$ cat src/rtl/alu_issue_ctrl.sv
// -----------------------------------------------------------------------------
// alu_issue_ctrl
//
// Purpose:
//   Single-issue front end for an external combinational ALU. Accepts one
//   instruction at a time, decodes it into an ALU selector and two operands,
//   waits one cycle for the ALU to settle, then captures the ALU result,
//   zero flag and branch decision into a response held until it is consumed.
//
// Ports:
//   i_clk               clock, all state changes on the rising edge
//   i_reset             synchronous active-high reset
//   i_req_valid         instruction request present
//   o_req_ready         block can accept a request (IDLE only)
//   i_opcode / i_funct  instruction opcode and R-type function fields
//   i_rs_data           first register operand
//   i_rt_data           second register operand
//   i_imm               16-bit immediate field
//   o_alu_sel           operation selector to the ALU
//   o_alu_a / o_alu_b   ALU operands (registered at accept)
//   i_alu_c             combinational ALU result
//   i_alu_zero          ALU zero flag
//   o_rsp_valid         response present (RESP only)
//   i_rsp_ready         consumer accepts the response
//   o_rsp_result        captured result
//   o_rsp_zero          captured zero flag
//   o_rsp_branch_taken  branch decision for beq/bne, 0 otherwise
//   o_rsp_illegal       request did not decode
//
// FSM states:
//   state  | meaning
//   IDLE   | waiting for a request, req_ready=1
//   EXEC   | decoded operands drive the ALU, result settles
//   RESP   | response held, rsp_valid=1, waits for rsp_ready
// -----------------------------------------------------------------------------
module alu_issue_ctrl #(
    parameter int WORD_LENGTH = 32
) (
    input  logic                   i_clk,
    input  logic                   i_reset,
    input  logic                   i_req_valid,
    output logic                   o_req_ready,
    input  logic [5:0]             i_opcode,
    input  logic [5:0]             i_funct,
    input  logic [WORD_LENGTH-1:0] i_rs_data,
    input  logic [WORD_LENGTH-1:0] i_rt_data,
    input  logic [15:0]            i_imm,
    output logic [3:0]             o_alu_sel,
    output logic [WORD_LENGTH-1:0] o_alu_a,
    output logic [WORD_LENGTH-1:0] o_alu_b,
    input  logic [WORD_LENGTH-1:0] i_alu_c,
    input  logic                   i_alu_zero,
    output logic                   o_rsp_valid,
    input  logic                   i_rsp_ready,
    output logic [WORD_LENGTH-1:0] o_rsp_result,
    output logic                   o_rsp_zero,
    output logic                   o_rsp_branch_taken,
    output logic                   o_rsp_illegal
);

    typedef enum logic [1:0] {
        S_IDLE = 2'd0,
        S_EXEC = 2'd1,
        S_RESP = 2'd2
    } state_t;

    typedef enum logic [1:0] {
        BR_NONE = 2'd0,
        BR_EQ   = 2'd1,
        BR_NE   = 2'd2
    } br_kind_t;

    localparam logic [5:0] OP_RTYPE = 6'h00;
    localparam logic [5:0] OP_BEQ   = 6'h04;
    localparam logic [5:0] OP_BNE   = 6'h05;
    localparam logic [5:0] OP_ADDI  = 6'h08;
    localparam logic [5:0] OP_SLTI  = 6'h0A;
    localparam logic [5:0] OP_ANDI  = 6'h0C;
    localparam logic [5:0] OP_ORI   = 6'h0D;
    localparam logic [5:0] OP_LUI   = 6'h0F;

    localparam logic [5:0] FN_ADD   = 6'h20;
    localparam logic [5:0] FN_SUB   = 6'h22;
    localparam logic [5:0] FN_MULT  = 6'h18;
    localparam logic [5:0] FN_AND   = 6'h24;
    localparam logic [5:0] FN_OR    = 6'h25;
    localparam logic [5:0] FN_SLT   = 6'h2A;

    localparam logic [3:0] SEL_ADD  = 4'b0000;
    localparam logic [3:0] SEL_SUB  = 4'b0001;
    localparam logic [3:0] SEL_MULT = 4'b0010;
    localparam logic [3:0] SEL_AND  = 4'b0101;
    localparam logic [3:0] SEL_OR   = 4'b0110;
    localparam logic [3:0] SEL_LUI  = 4'b0111;
    localparam logic [3:0] SEL_SLT  = 4'b1001;
    localparam logic [3:0] SEL_ILL  = 4'b1111;

    // operand sources chosen by the decoder
    typedef enum logic [1:0] {
        B_RT   = 2'd0,
        B_SEXT = 2'd1,
        B_ZEXT = 2'd2
    } b_src_t;

    state_t                   r_state;
    state_t                   w_state_nxt;
    logic                     w_accept;
    logic                     w_capture;

    logic [3:0]               w_dec_sel;
    logic                     w_dec_legal;
    b_src_t                   w_dec_b_src;
    br_kind_t                 w_dec_br;
    logic [WORD_LENGTH-1:0]   w_imm_sext;
    logic [WORD_LENGTH-1:0]   w_imm_zext;
    logic [WORD_LENGTH-1:0]   w_dec_a;
    logic [WORD_LENGTH-1:0]   w_dec_b;

    logic [3:0]               r_alu_sel;
    logic [WORD_LENGTH-1:0]   r_alu_a;
    logic [WORD_LENGTH-1:0]   r_alu_b;
    br_kind_t                 r_br_kind;
    logic                     r_illegal;

    logic [WORD_LENGTH-1:0]   r_rsp_result;
    logic                     r_rsp_zero;
    logic                     r_rsp_branch_taken;
    logic                     r_rsp_illegal;

    // WORD_LENGTH is assumed to be wider than the 16-bit immediate.
    assign w_imm_sext = {{(WORD_LENGTH-16){i_imm[15]}}, i_imm};
    assign w_imm_zext = {{(WORD_LENGTH-16){1'b0}}, i_imm};

    // ------------------------------------------------------------------
    // Instruction decode
    // ------------------------------------------------------------------
    always_comb begin
        w_dec_sel   = SEL_ILL;
        w_dec_legal = 1'b0;
        w_dec_b_src = B_RT;
        w_dec_br    = BR_NONE;
        case (i_opcode)
            OP_RTYPE: begin
                w_dec_legal = 1'b1;
                case (i_funct)
                    FN_ADD:  w_dec_sel = SEL_ADD;
                    FN_SUB:  w_dec_sel = SEL_SUB;
                    FN_MULT: w_dec_sel = SEL_MULT;
                    FN_AND:  w_dec_sel = SEL_AND;
                    FN_OR:   w_dec_sel = SEL_OR;
                    FN_SLT:  w_dec_sel = SEL_SLT;
                    default: begin
                        w_dec_sel   = SEL_ILL;
                        w_dec_legal = 1'b0;
                    end
                endcase
            end
            OP_BEQ: begin
                w_dec_legal = 1'b1;
                w_dec_sel   = SEL_SUB;
                w_dec_br    = BR_EQ;
            end
            OP_BNE: begin
                w_dec_legal = 1'b1;
                w_dec_sel   = SEL_SUB;
                w_dec_br    = BR_NE;
            end
            OP_ADDI: begin
                w_dec_legal = 1'b1;
                w_dec_sel   = SEL_ADD;
                w_dec_b_src = B_SEXT;
            end
            OP_SLTI: begin
                w_dec_legal = 1'b1;
                w_dec_sel   = SEL_SLT;
                w_dec_b_src = B_SEXT;
            end
            OP_ANDI: begin
                w_dec_legal = 1'b1;
                w_dec_sel   = SEL_AND;
                w_dec_b_src = B_ZEXT;
            end
            OP_ORI: begin
                w_dec_legal = 1'b1;
                w_dec_sel   = SEL_OR;
                w_dec_b_src = B_ZEXT;
            end
            OP_LUI: begin
                // the ALU performs the upper-half placement itself
                w_dec_legal = 1'b1;
                w_dec_sel   = SEL_LUI;
                w_dec_b_src = B_ZEXT;
            end
            default: begin
                w_dec_sel   = SEL_ILL;
                w_dec_legal = 1'b0;
            end
        endcase
    end

    // Illegal requests present zero operands so nothing stale reaches the ALU.
    always_comb begin
        w_dec_a = '0;
        w_dec_b = '0;
        if (w_dec_legal) begin
            w_dec_a = i_rs_data;
            case (w_dec_b_src)
                B_SEXT:  w_dec_b = w_imm_sext;
                B_ZEXT:  w_dec_b = w_imm_zext;
                default: w_dec_b = i_rt_data;
            endcase
        end
    end

    // ------------------------------------------------------------------
    // FSM next-state and outputs
    // ------------------------------------------------------------------
    always_comb begin
        w_state_nxt = r_state;
        o_req_ready = 1'b0;
        o_rsp_valid = 1'b0;
        w_accept    = 1'b0;
        w_capture   = 1'b0;
        case (r_state)
            S_IDLE: begin
                o_req_ready = 1'b1;
                if (i_req_valid) begin
                    w_accept    = 1'b1;
                    w_state_nxt = S_EXEC;
                end
            end
            S_EXEC: begin
                w_capture   = 1'b1;
                w_state_nxt = S_RESP;
            end
            S_RESP: begin
                o_rsp_valid = 1'b1;
                if (i_rsp_ready) begin
                    w_state_nxt = S_IDLE;
                end
            end
            default: begin
                w_state_nxt = S_IDLE;
            end
        endcase
    end

    always_ff @(posedge i_clk) begin
        if (i_reset) begin
            r_state <= S_IDLE;
        end else begin
            r_state <= w_state_nxt;
        end
    end

    // ------------------------------------------------------------------
    // Issue registers: loaded only on accept
    // ------------------------------------------------------------------
    always_ff @(posedge i_clk) begin
        if (i_reset) begin
            r_alu_sel <= '0;
            r_alu_a   <= '0;
            r_alu_b   <= '0;
            r_br_kind <= BR_NONE;
            r_illegal <= 1'b0;
        end else if (w_accept) begin
            r_alu_sel <= w_dec_sel;
            r_alu_a   <= w_dec_a;
            r_alu_b   <= w_dec_b;
            r_br_kind <= w_dec_br;
            r_illegal <= ~w_dec_legal;
        end
    end

    // ------------------------------------------------------------------
    // Response registers: loaded on the EXEC->RESP edge, held through RESP
    // ------------------------------------------------------------------
    always_ff @(posedge i_clk) begin
        if (i_reset) begin
            r_rsp_result       <= '0;
            r_rsp_zero         <= 1'b0;
            r_rsp_branch_taken <= 1'b0;
            r_rsp_illegal      <= 1'b0;
        end else if (w_capture) begin
            if (r_illegal) begin
                r_rsp_result       <= '0;
                r_rsp_zero         <= 1'b1;
                r_rsp_branch_taken <= 1'b0;
                r_rsp_illegal      <= 1'b1;
            end else begin
                r_rsp_result  <= i_alu_c;
                r_rsp_zero    <= i_alu_zero;
                r_rsp_illegal <= 1'b0;
                case (r_br_kind)
                    BR_EQ:   r_rsp_branch_taken <= i_alu_zero;
                    BR_NE:   r_rsp_branch_taken <= ~i_alu_zero;
                    default: r_rsp_branch_taken <= 1'b0;
                endcase
            end
        end
    end

    assign o_alu_sel          = r_alu_sel;
    assign o_alu_a            = r_alu_a;
    assign o_alu_b            = r_alu_b;
    assign o_rsp_result       = r_rsp_result;
    assign o_rsp_zero         = r_rsp_zero;
    assign o_rsp_branch_taken = r_rsp_branch_taken;
    assign o_rsp_illegal      = r_rsp_illegal;

endmodule
$ cat config.mk
export PLATFORM = sky130hd
export DESIGN_NAME = alu_issue_ctrl
export DESIGN_NICKNAME = d
export VERILOG_FILES = /design/src/rtl/alu_issue_ctrl.sv
export SDC_FILE = /design/constraint.sdc
export NUM_CORES = 1
export LEC_CHECK = 0
export ABC_AREA = 1
export BUFFER_PORTS_ARGS = -buffer_cell sky130_fd_sc_hd__buf_2
export CAP_MARGIN = 20
export CORE_ASPECT_RATIO = 0.6
export CORE_MARGIN = 1
export CORE_UTILIZATION = 45
export CTS_CLUSTER_SIZE = 16
export DETAILED_ROUTE_END_ITERATION = 8
export PLACE_DENSITY = 0.79
export SETUP_SLACK_MARGIN = 0.4
export SYNTH_ARGS = -nofsm -noshare
export SYNTH_HDL_FRONTEND = slang
export SYNTH_SLANG_ARGS = --single-unit
$ cat constraint.sdc
create_clock -name i_clk -period 2.55 [get_ports i_clk]
set_clock_uncertainty 0.05 [all_clocks]
set_input_delay 0.255 -clock i_clk [delete_from_list [all_inputs] [get_ports i_clk]]
set_output_delay 0.255 -clock i_clk [all_outputs]
set_load 0.05 [all_outputs]
## After elaboration in Yosys (flattened, before gate mapping)

Cells that the tools add are included.

| cells by class | value |
|---|---|
| eq/ne operators | 21 |
| muxes and demuxes | 22 |
| bitwise gates (word level) | 2 |
| reduce and logical (&&, ||, !) cells | 8 |

Operators with widths:

| kind | number |
|---|---|
| 2-to-1 mux 32 bit | 3 |
| one-hot mux 32 bit (2 select lines) | 1 |
| == test 6 x 4 -> 1 bit, second input constant | 5 |
| == test 6 bit, second input constant | 5 |
| one-hot mux 4 bit (7 select lines) | 1 |
| one-hot mux 4 bit (6 select lines) | 1 |
| == test 6 x 3 -> 1 bit, second input constant | 2 |
| 2-to-1 mux 1 bit | 9 |
| one-hot mux 2 bit (2 select lines) | 2 |
| OR reduction 7 bit | 1 |
| == test 2 x 1 -> 1 bit, second input constant | 3 |
| == test 2 bit, second input constant | 3 |
| == test 6 x 5 -> 1 bit, second input constant | 1 |
| logical NOT 6 bit | 1 |
| one-hot mux 2 bit (3 select lines) | 1 |
| OR reduction 6 bit | 1 |
| 2-to-1 mux 2 bit | 2 |
| inequality test 2 bit, second input constant | 2 |
| one-hot mux 1 bit (2 select lines) | 2 |
| OR reduction 2 bit | 2 |
| OR reduction 3 bit | 1 |
| logical NOT 2 bit | 1 |
| NOT 1 bit | 2 |
| AND reduction 2 bit | 1 |

| word-level totals | value |
|---|---|
| register bits | 108 |

## Longest topological paths before layout

Gate-level depths: netlist of run 1.

| depth | value |
|---|---|
| depth after elaboration | 6 |
| mapped depth | 12 |
| depth with buffers taken out | 11 |

## Worst setup path before layout of run 1

OpenSTA, ideal clock, no wires.

| timing | value |
|---|---|
| path kind | input port to flip-flop |
| start point | input port i_opcode[5] |
| end point | register r_alu_b[10] (netlist: o_alu_b[10]) |
| setup time | 70 ps |
| data arrival time | 1955 ps |
| setup slack | 475 ps |
| stages on the path | 11 |
| path buffers | 2 |
| cells stage by stage | nor2_2 inv_2 a211oi_4 ha_1 clkbuf_1 inv_1 buf_1 nand3_1 a21oi_1 nand2_1 a21oi_1 |

| on the way | value |
|---|---|
| word-level cells in the longest chain between the ends | 6 |
| elaborated cells on any way between the ends | 17 |
| those cells by class | eq/ne (9); mux (4); reduce/logical (4) |

RTL lines:

| what | RTL line | text |
|---|---|---|
| start: declaration | 43 | `input logic [5:0] i_opcode,` |
| == test 6 x 4 -> 1 bit | 142 | `case (i_opcode)` |
| OR reduction 3 bit (no source line) or OR reduction 2 bit (tied branches) | -- |  |
| one-hot mux 2 bit (2 select lines) | 142 |  |
| == test 2 bit or == test 2 x 1 -> 1 bit (tied branches) | 207 | `case (w_dec_b_src)` |
| one-hot mux 32 bit (2 select lines) | 207 |  |
| 2-to-1 mux 32 bit (*) | 205 | `if (w_dec_legal) begin` |
| end signal: assignment | 269 | `r_alu_b <= w_dec_b;` |
| end: declaration | 121 | `logic [WORD_LENGTH-1:0] r_alu_b;` |

Mark *: on every way between the ends. The rest lies on a longest branch, timed or not.
A chain may end at the register's enable or synchronous reset.

## Worst setup path after layout of run 1

| timing | value |
|---|---|
| start point | input port i_opcode[5] |
| end point | register r_alu_b[22] (netlist: o_alu_b[22]) |

Same word-level chain as after synthesis.

==> results of run 1 <==
==> area by class of cell <==
class / count / area [um2] / share of cell area [%]
Sequential cell: 108 / 2160 / 35.0
Multi-Input combinational cell: 451 / 2090 / 33.9
Timing Repair Buffer: 245 / 1290 / 21.0
Clock buffer: 9 / 225 / 3.65
Tap cell: 135 / 169 / 2.74
Inverter: 33 / 124 / 2.01
Clock inverter: 7 / 105 / 1.70
==> stage by stage <==
step,instances,setup slack (ps),power (W),hold slack [ps]
after floorplan,637,475,0.00219,301
after global routing,988,527,0.00405,82.7
final,988,712,0.00389,83.7
after detailed placement,972,405,0.00241,405
after global placement,972,488,0.00241,401
after CTS,988,741,0.00392,71.5
==> cell families after synthesis <==
| kind of cell | Yosys count | share of synthesized area, % |
|---|---|---|
| and+or+nand+nor | 346 | 32.9 |
| DFF | 108 | 47.1 |
| adders and majority gates | 2 | 0.546 |
| buffers and inverters | 78 | 7.29 |
| AOI/OAI and AO/OA | 103 | 12.1 |
==> cell usage in the layout, fill, tap and decap left out, drive strengths merged <==
cell	synthesis	layout
buf	10	245
nor3	4	4
nand3b	1	1
o21bai	1	1
nand2	183	183
clkinv	0	1
nand4	2	2
a21oi	76	76
clkbuf	35	9
o21ai	24	24
ha	2	2
nor2	35	35
or2	1	1
bufinv	0	2
o22ai	1	1
clkinvlp	0	1
a211oi	1	1
nand3	120	120
inv	33	36
dfxtp	108	108
==> synthesized netlist by cell type (all sizes together) <==
cell / count / area (um2)
nand3: 120 / 631
o21bai: 1 / 18.8
nor3: 4 / 20.0
dfxtp: 108 / 2160
nor2: 35 / 139
inv: 33 / 124
or2: 1 / 6.26
nand4: 2 / 12.5
buf: 10 / 78.8
o21ai: 24 / 120
a21oi: 76 / 392
ha: 2 / 25.0
nand2: 183 / 692
o22ai: 1 / 6.26
clkbuf: 35 / 131
a211oi: 1 / 20.0
nand3b: 1 / 7.51
==> how the worst min path moves through the flow <==
stage | start | endpoint | slack, ps | cells past startpoint
2_1_floorplan | i_reset | r_state[0] | 300 | 1
3_3_place_gp | o_rsp_result[6] | o_rsp_result[6] | 400 | 2
3_5_place_dp | o_rsp_result[5] | o_rsp_result[5] | 400 | 2
4_1_cts | i_rs_data[21] | o_alu_a[21] | 70 | 3
5_1_grt | i_rs_data[28] | o_alu_a[28] | 80 | 3
6_report | i_rs_data[28] | o_alu_a[28] | 80 | 3
==> sequential cells by signal, indices dropped and copies added (netlist names) <==
| register | cells |
|---|---|
| o_rsp_zero | 1 |
| o_rsp_result | 32 |
| r_br_kind | 2 |
| r_illegal | 1 |
| r_state | 2 |
| o_alu_a | 32 |
| o_alu_sel | 4 |
| o_alu_b | 32 |
| o_rsp_illegal | 1 |
| o_rsp_branch_taken | 1 |
==> per-layer routing <==
| layer | vias to the layer above | GRT usage (%) |
|---|---|---|
| met2 | 181 | 37.4 |
| li1 | 2507 | - |
| met1 | 2160 | 33.7 |
| met3 | 6 | 6.69 |
| met4 | 0 | 4.37 |
| met5 | - | 0 |
==> power by group <==
group / leakage, nW / internal, W / switching [W]
registers: 0.875 / 0.00174 / 0.0000244
logic: 2.12 / 0.000182 / 0.000429
clock network: 0.159 / 0.000877 / 0.000639
total: 3.16 / 0.00280 / 0.00109
==> worst reg2reg max path, delay by kind of cell, from the launching register on <==
family | cells | cell delay, ps
AOI/OAI and AO/OA | 3 | 370
buffers and inverters | 1 | 320
DFF | 1 | 330
and+or+nand+nor | 2 | 570
==> flow_summary_export.csv, run 1 <==
group,metric,value,unit
die,die_x,132,um
worst_setup_path,slowest_stage,"ha_1",
route,met3_length,1.08,mm
synth,yosysSeqAreaShare,47.1,%
route,drt_iter0_drc,269,
clock_network,cts_resized,0,
synth,synth_area,4590,um2
grt,grt_util_all_layers,24.2,%
worst_setup_path,worst-path-stages,11,
finish,area_delta_synth_final,34.6,%
worst_setup_path,worstPathRequired,2730,ps
finish,fin_util,62.5,%
worst_setup_path,crit_start,"i_opcode[5]",
worst_setup_path,path_max_fanout,16,
worst_setup_path,worstPathArrival,2020,ps
worst_setup_path,crit_type,"input pin to flip-flop",
sta,drv_slew,0,
pwr,power_density,630,nW/um2
worst_setup_path,cp-start-kind,"input pin",
sta,rsz0062_at_grt,"no",
sta,hold_viol_final,0,
synth,synth_fp_nets,768,
placement,gp_congestion,0.841,
route,drt-total-wl,13.1,mm
worst_setup_path,rr_endpoint,"r_br_kind[0]",
outcome,status,"complete, no violations",
clock_network,postCtsSetupBuffers,0,
route,wl_per_cell,13.2,um
min_path,hp-class,"input pin to flip-flop",
clock_network,cts_tree,"built",
pwr,leakagePower,3.16,nW
route,routed_via_density,4.91,
die,start_util,46.4,%
route,top_layer_used,"met4",
clock_network,clockBufferDepth,2,
grt,grt_max_degree,66,
synth,synth_warnings,0,
clock_network,cts.sinks,108,
clock_network,cts_hold_buf,0,
sta,timing.fmax,544,MHz
sta,finalSetupViolCount,0,
clock_network,cts-htree-levels,3,
clock_network,cts_made_buffers,9,
finish,drive_gt1_share,32.8,%
route,routedLengthMet1,6.09,mm
clock_network,path_clk_slew,70,ps
route,drc_errors,0,
finish,finalInstanceArea,6170,um2
sta,fin_tns_setup,0,ps
placement,hpwl,9.31,mm
worst_setup_path,worstRegToRegCells,6,
die,die_height,80.2,um
die,core,9880,um2
route,dr.pass1.iters,4,
worst_setup_path,rrSetupSlack,840,ps
die,die_area,10600,um2
sta,relSlewSlack,60.1,%
finish,n_antenna_cell,0,
synth,ys_types,24,
grt,grt_pass1_wl,20.6,mm
die,row_count,28,
route,postRouteAntennaNets,0,
grt,antenna_found_initial,0,
clock_network,clock_latency,330,ps
grt,gr-total-overflow,0,
sta,finalCritPeriodShare,72.1,%
job,drv_cap,0,
worst_setup_path,worstSetupEndpoint,"o_alu_b[22]",
worst_setup_path,end_kind,"flip-flop",
finish,final_nets,979,
worst_setup_path,path_buf_inv,4,
synth,ys_ff_latch,108,
grt,grt_pass1_vias,4093,
sta,min_period,1840,ps
placement,portBuffers,233,
pwr,vdd.ir_drop.worst,0.382,mV
clock_network,cts-root-buf,"clkbuf_16",
sta,max_slew.worst_pin.slew,599,ps
worst_setup_path,crit_chain,"buf_2 -> nor2_2 -> inv_2 -> a211oi_4 -> ha_1 -> inv_1 -> nand2_1 -> o21ai_0 -> inv_1 -> nand3_1 -> nand2_1",
route,wl_met2,5.86,mm
placement,placed_cell_area,5840,um2
route,vias,4854,
synth,synth.avg_cell_area,7.20,um2
synth,syn_inst,637,
die,boundaryPins,234,
worst_setup_path,critPathMaxStageDelay,310,ps
worst_setup_path,cp_top_family,"simple AND/OR/NAND/NOR gates",
finish,fill_cells,922,
worst_setup_path,r2r_start,"r_state[0]",
Note: power is estimated with default switching activity, not from simulation.
==> run 2: changes to the inputs <==
- clock period: 2.55 -> 1.72 ns (I/O delays scaled with it)
==> run 2 against run 1 <==
- final cell count is 6.5% higher
- non-clock buffer count up 60
- sequential power is 48% higher
- die area is the same
- first-iteration DRC count rose by 13%
- via count grew 10%
- wire length grew 26%
- sequential cell count unchanged
- sequential share of layout area is 6.3 points lower
- critical path depth grew 1
- clock-buffer cell count stayed put
- register-to-register slack worse by 530 ps
- critical path type unchanged
==> flow_summary_export.csv, run 2 (synthesis results as in run 1) <==
group,metric,value,unit
worst_setup_path,crit_chain,"buf_2 -> inv_4 -> buf_4 -> nand2_2 -> nor2_4 -> nand3_2 -> o21bai_4 -> a21oi_4 -> buf_6 -> clkbuf_16 -> nand3_1 -> nand2_1",
sta,max_slew.worst_pin.slew,747,ps
route,drt_iter0_drc,304,
clock_network,cts-root-buf,"clkbuf_16",
sta,fin_tns_setup,0,ps
clock_network,cts_made_buffers,9,
placement,hpwl,9.29,mm
die,die_x,132,um
pwr,leakagePower,3.60,nW
route,vias,5358,
sta,min_period,1440,ps
worst_setup_path,end_kind,"flip-flop",
min_path,hold_path_depth,3,
grt,antenna_found_initial,0,
route,drt-total-wl,16.5,mm
finish,final_nets,1043,
sta,relSlewSlack,50.2,%
sta,hold_slack,8.65,ps
worst_setup_path,worst-path-stages,12,
sta,hold_viol_final,0,
finish,n_antenna_cell,0,
die,start_util,46.4,%
job,drv_cap,0,
pwr,power_density,799,nW/um2
grt,grt_pass1_vias,4635,
clock_network,cts_tree,"built",
worst_setup_path,worstPathArrival,1670,ps
pwr,vdd.ir_drop.worst,0.542,mV
worst_setup_path,path_buf_inv,5,
worst_setup_path,rr_endpoint,"o_alu_a[27]",
worst_setup_path,worstPathRequired,1960,ps
pwr,p_total,0.00601,W
grt,grt_max_degree,59,
die,boundaryPins,234,
worst_setup_path,critPathMaxStageDelay,200,ps
worst_setup_path,path_max_fanout,6,
finish,area_delta_synth_final,64.2,%
clock_network,path_clk_slew,80,ps
finish,final_common_cell,"buf_2",
finish,multi_input_area,2630,um2
die,die_area,10600,um2
grt,gr-total-overflow,0,
route,postRouteAntennaNets,0,
worst_setup_path,worstSetupEndpoint,"o_alu_a[27]",
grt,grt_pass1_wl,22.6,mm
clock_network,clockBufferDepth,2,
die,die_height,80.2,um
die,row_count,28,
clock_network,clock_latency,340,ps
worst_setup_path,crit_start,"i_opcode[0]",
sta,finalCritPeriodShare,83.6,%
sta,drv_slew,0,
route,dr.pass1.iters,5,
clock_network,cts-htree-levels,3,
worst_setup_path,cp_top_family,"buffers and inverters",
route,wl_per_cell,15.6,um
placement,portBuffers,233,
worst_setup_path,r2r_start,"r_state[0]",
placement,gp_congestion,0.878,
worst_setup_path,worstRegToRegCells,7,
sta,rsz0062_at_grt,"yes",
worst_setup_path,slowest_stage,"a21oi_4",
min_path,hp-class,"input pin to flip-flop",
finish,seqCellArea,2170,um2
sta,timing.fmax,696,MHz
route,drc_errors,0,
finish,drive_gt1_share,45.4,%
sta,finalSetupViolCount,0,
outcome,status,"complete, no violations",
route,routed_via_density,5.09,
worst_setup_path,rrSetupSlack,310,ps
clock_network,cts.sinks,108,
worst_setup_path,cp-start-kind,"input pin",
die,core,9880,um2
finish,fill_cells,747,
grt,grt_util_all_layers,26.5,%
finish,most-common-layout-cells,"buf_2 (228), nand2_1 (166), dfxtp_1 (106), nand3_1 (75), a21oi_1 (57)",
worst_setup_path,crit_type,"input pin to flip-flop",
==> run 2: changes by cell type in the layout (fill, tap and decap cells not counted), moves of 9 or more <==
cell	change
a21oi_2	+18
a21oi_1	-18
nand3_1	-39
nand2_1	-15
o21ai_0	-12
o21ai_2	+9
buf_6	+10
dlygate4sd3_1	+25
nand3_2	+35
buf_4	+15
==> run 2: cell type report <==
type / count / area share (%)
clock buffer: 9 / 2.99
timing repair inverter: 2 / 0.266
tap: 135 / 2.24
inverter: 33 / 1.78
timing repair buffer: 305 / 27.8
sequential: 108 / 28.8
multi-input combinational: 453 / 34.9
clock inverter: 7 / 1.23
==> run 2: stage by stage <==
step                      cell area (um2)  std cells  setup WS, ps  util (%)
after floorplan                      4690        637         -83.3         -
after global placement               6010        983         -98.2      60.9
after detailed placement             6010        983          -147      60.9
after CTS                            6820       1037           355      69.0
after global routing                 7530       1052           223      76.2
final                                7530       1052           283      76.2
==> run 2: worst min-delay path by stage <==
stage | endpoint | from | slack [ps]
6_report | o_alu_a[1] | i_rs_data[1] | 9
5_1_grt | o_alu_a[1] | i_rs_data[1] | 9
4_1_cts | o_alu_a[15] | i_rs_data[15] | 2
3_5_place_dp | o_alu_a[4] | i_rs_data[4] | 340
3_3_place_gp | o_alu_a[23] | i_rs_data[23] | 340
2_1_floorplan | r_state[0] | i_reset | 220
==> run 2: worst min-delay path, stage by stage <==
cell and delay (ps):
buf_2 90, nand3_2 60, nand2_1 60
==> run 2: timing repair <==
action | in CTS | in global routing
setup buffers | 8 | 6
pin swaps | 8 | 72
setup endpoints to repair | 53 | 104
gates resized for setup | 19 | 116
cloned | 5 | 9
hold endpoints to repair | 25 | 0
hold buffers | 25 | 0
==> run 2: layer usage <==
metal	global-route usage, %	part of all wire [%]	vias up
met5	0	0	-
met4	6.21	0.81	0
met3	6.19	7.0	18
met2	43.8	50	210
met1	35.2	42	2480
li1	-	-	2650
==> run 2: report_power, final <==
group	internal [W]	switching, W
registers	0.00257	0.0000406
logic	0.000449	0.000760
clock network	0.00117	0.00102
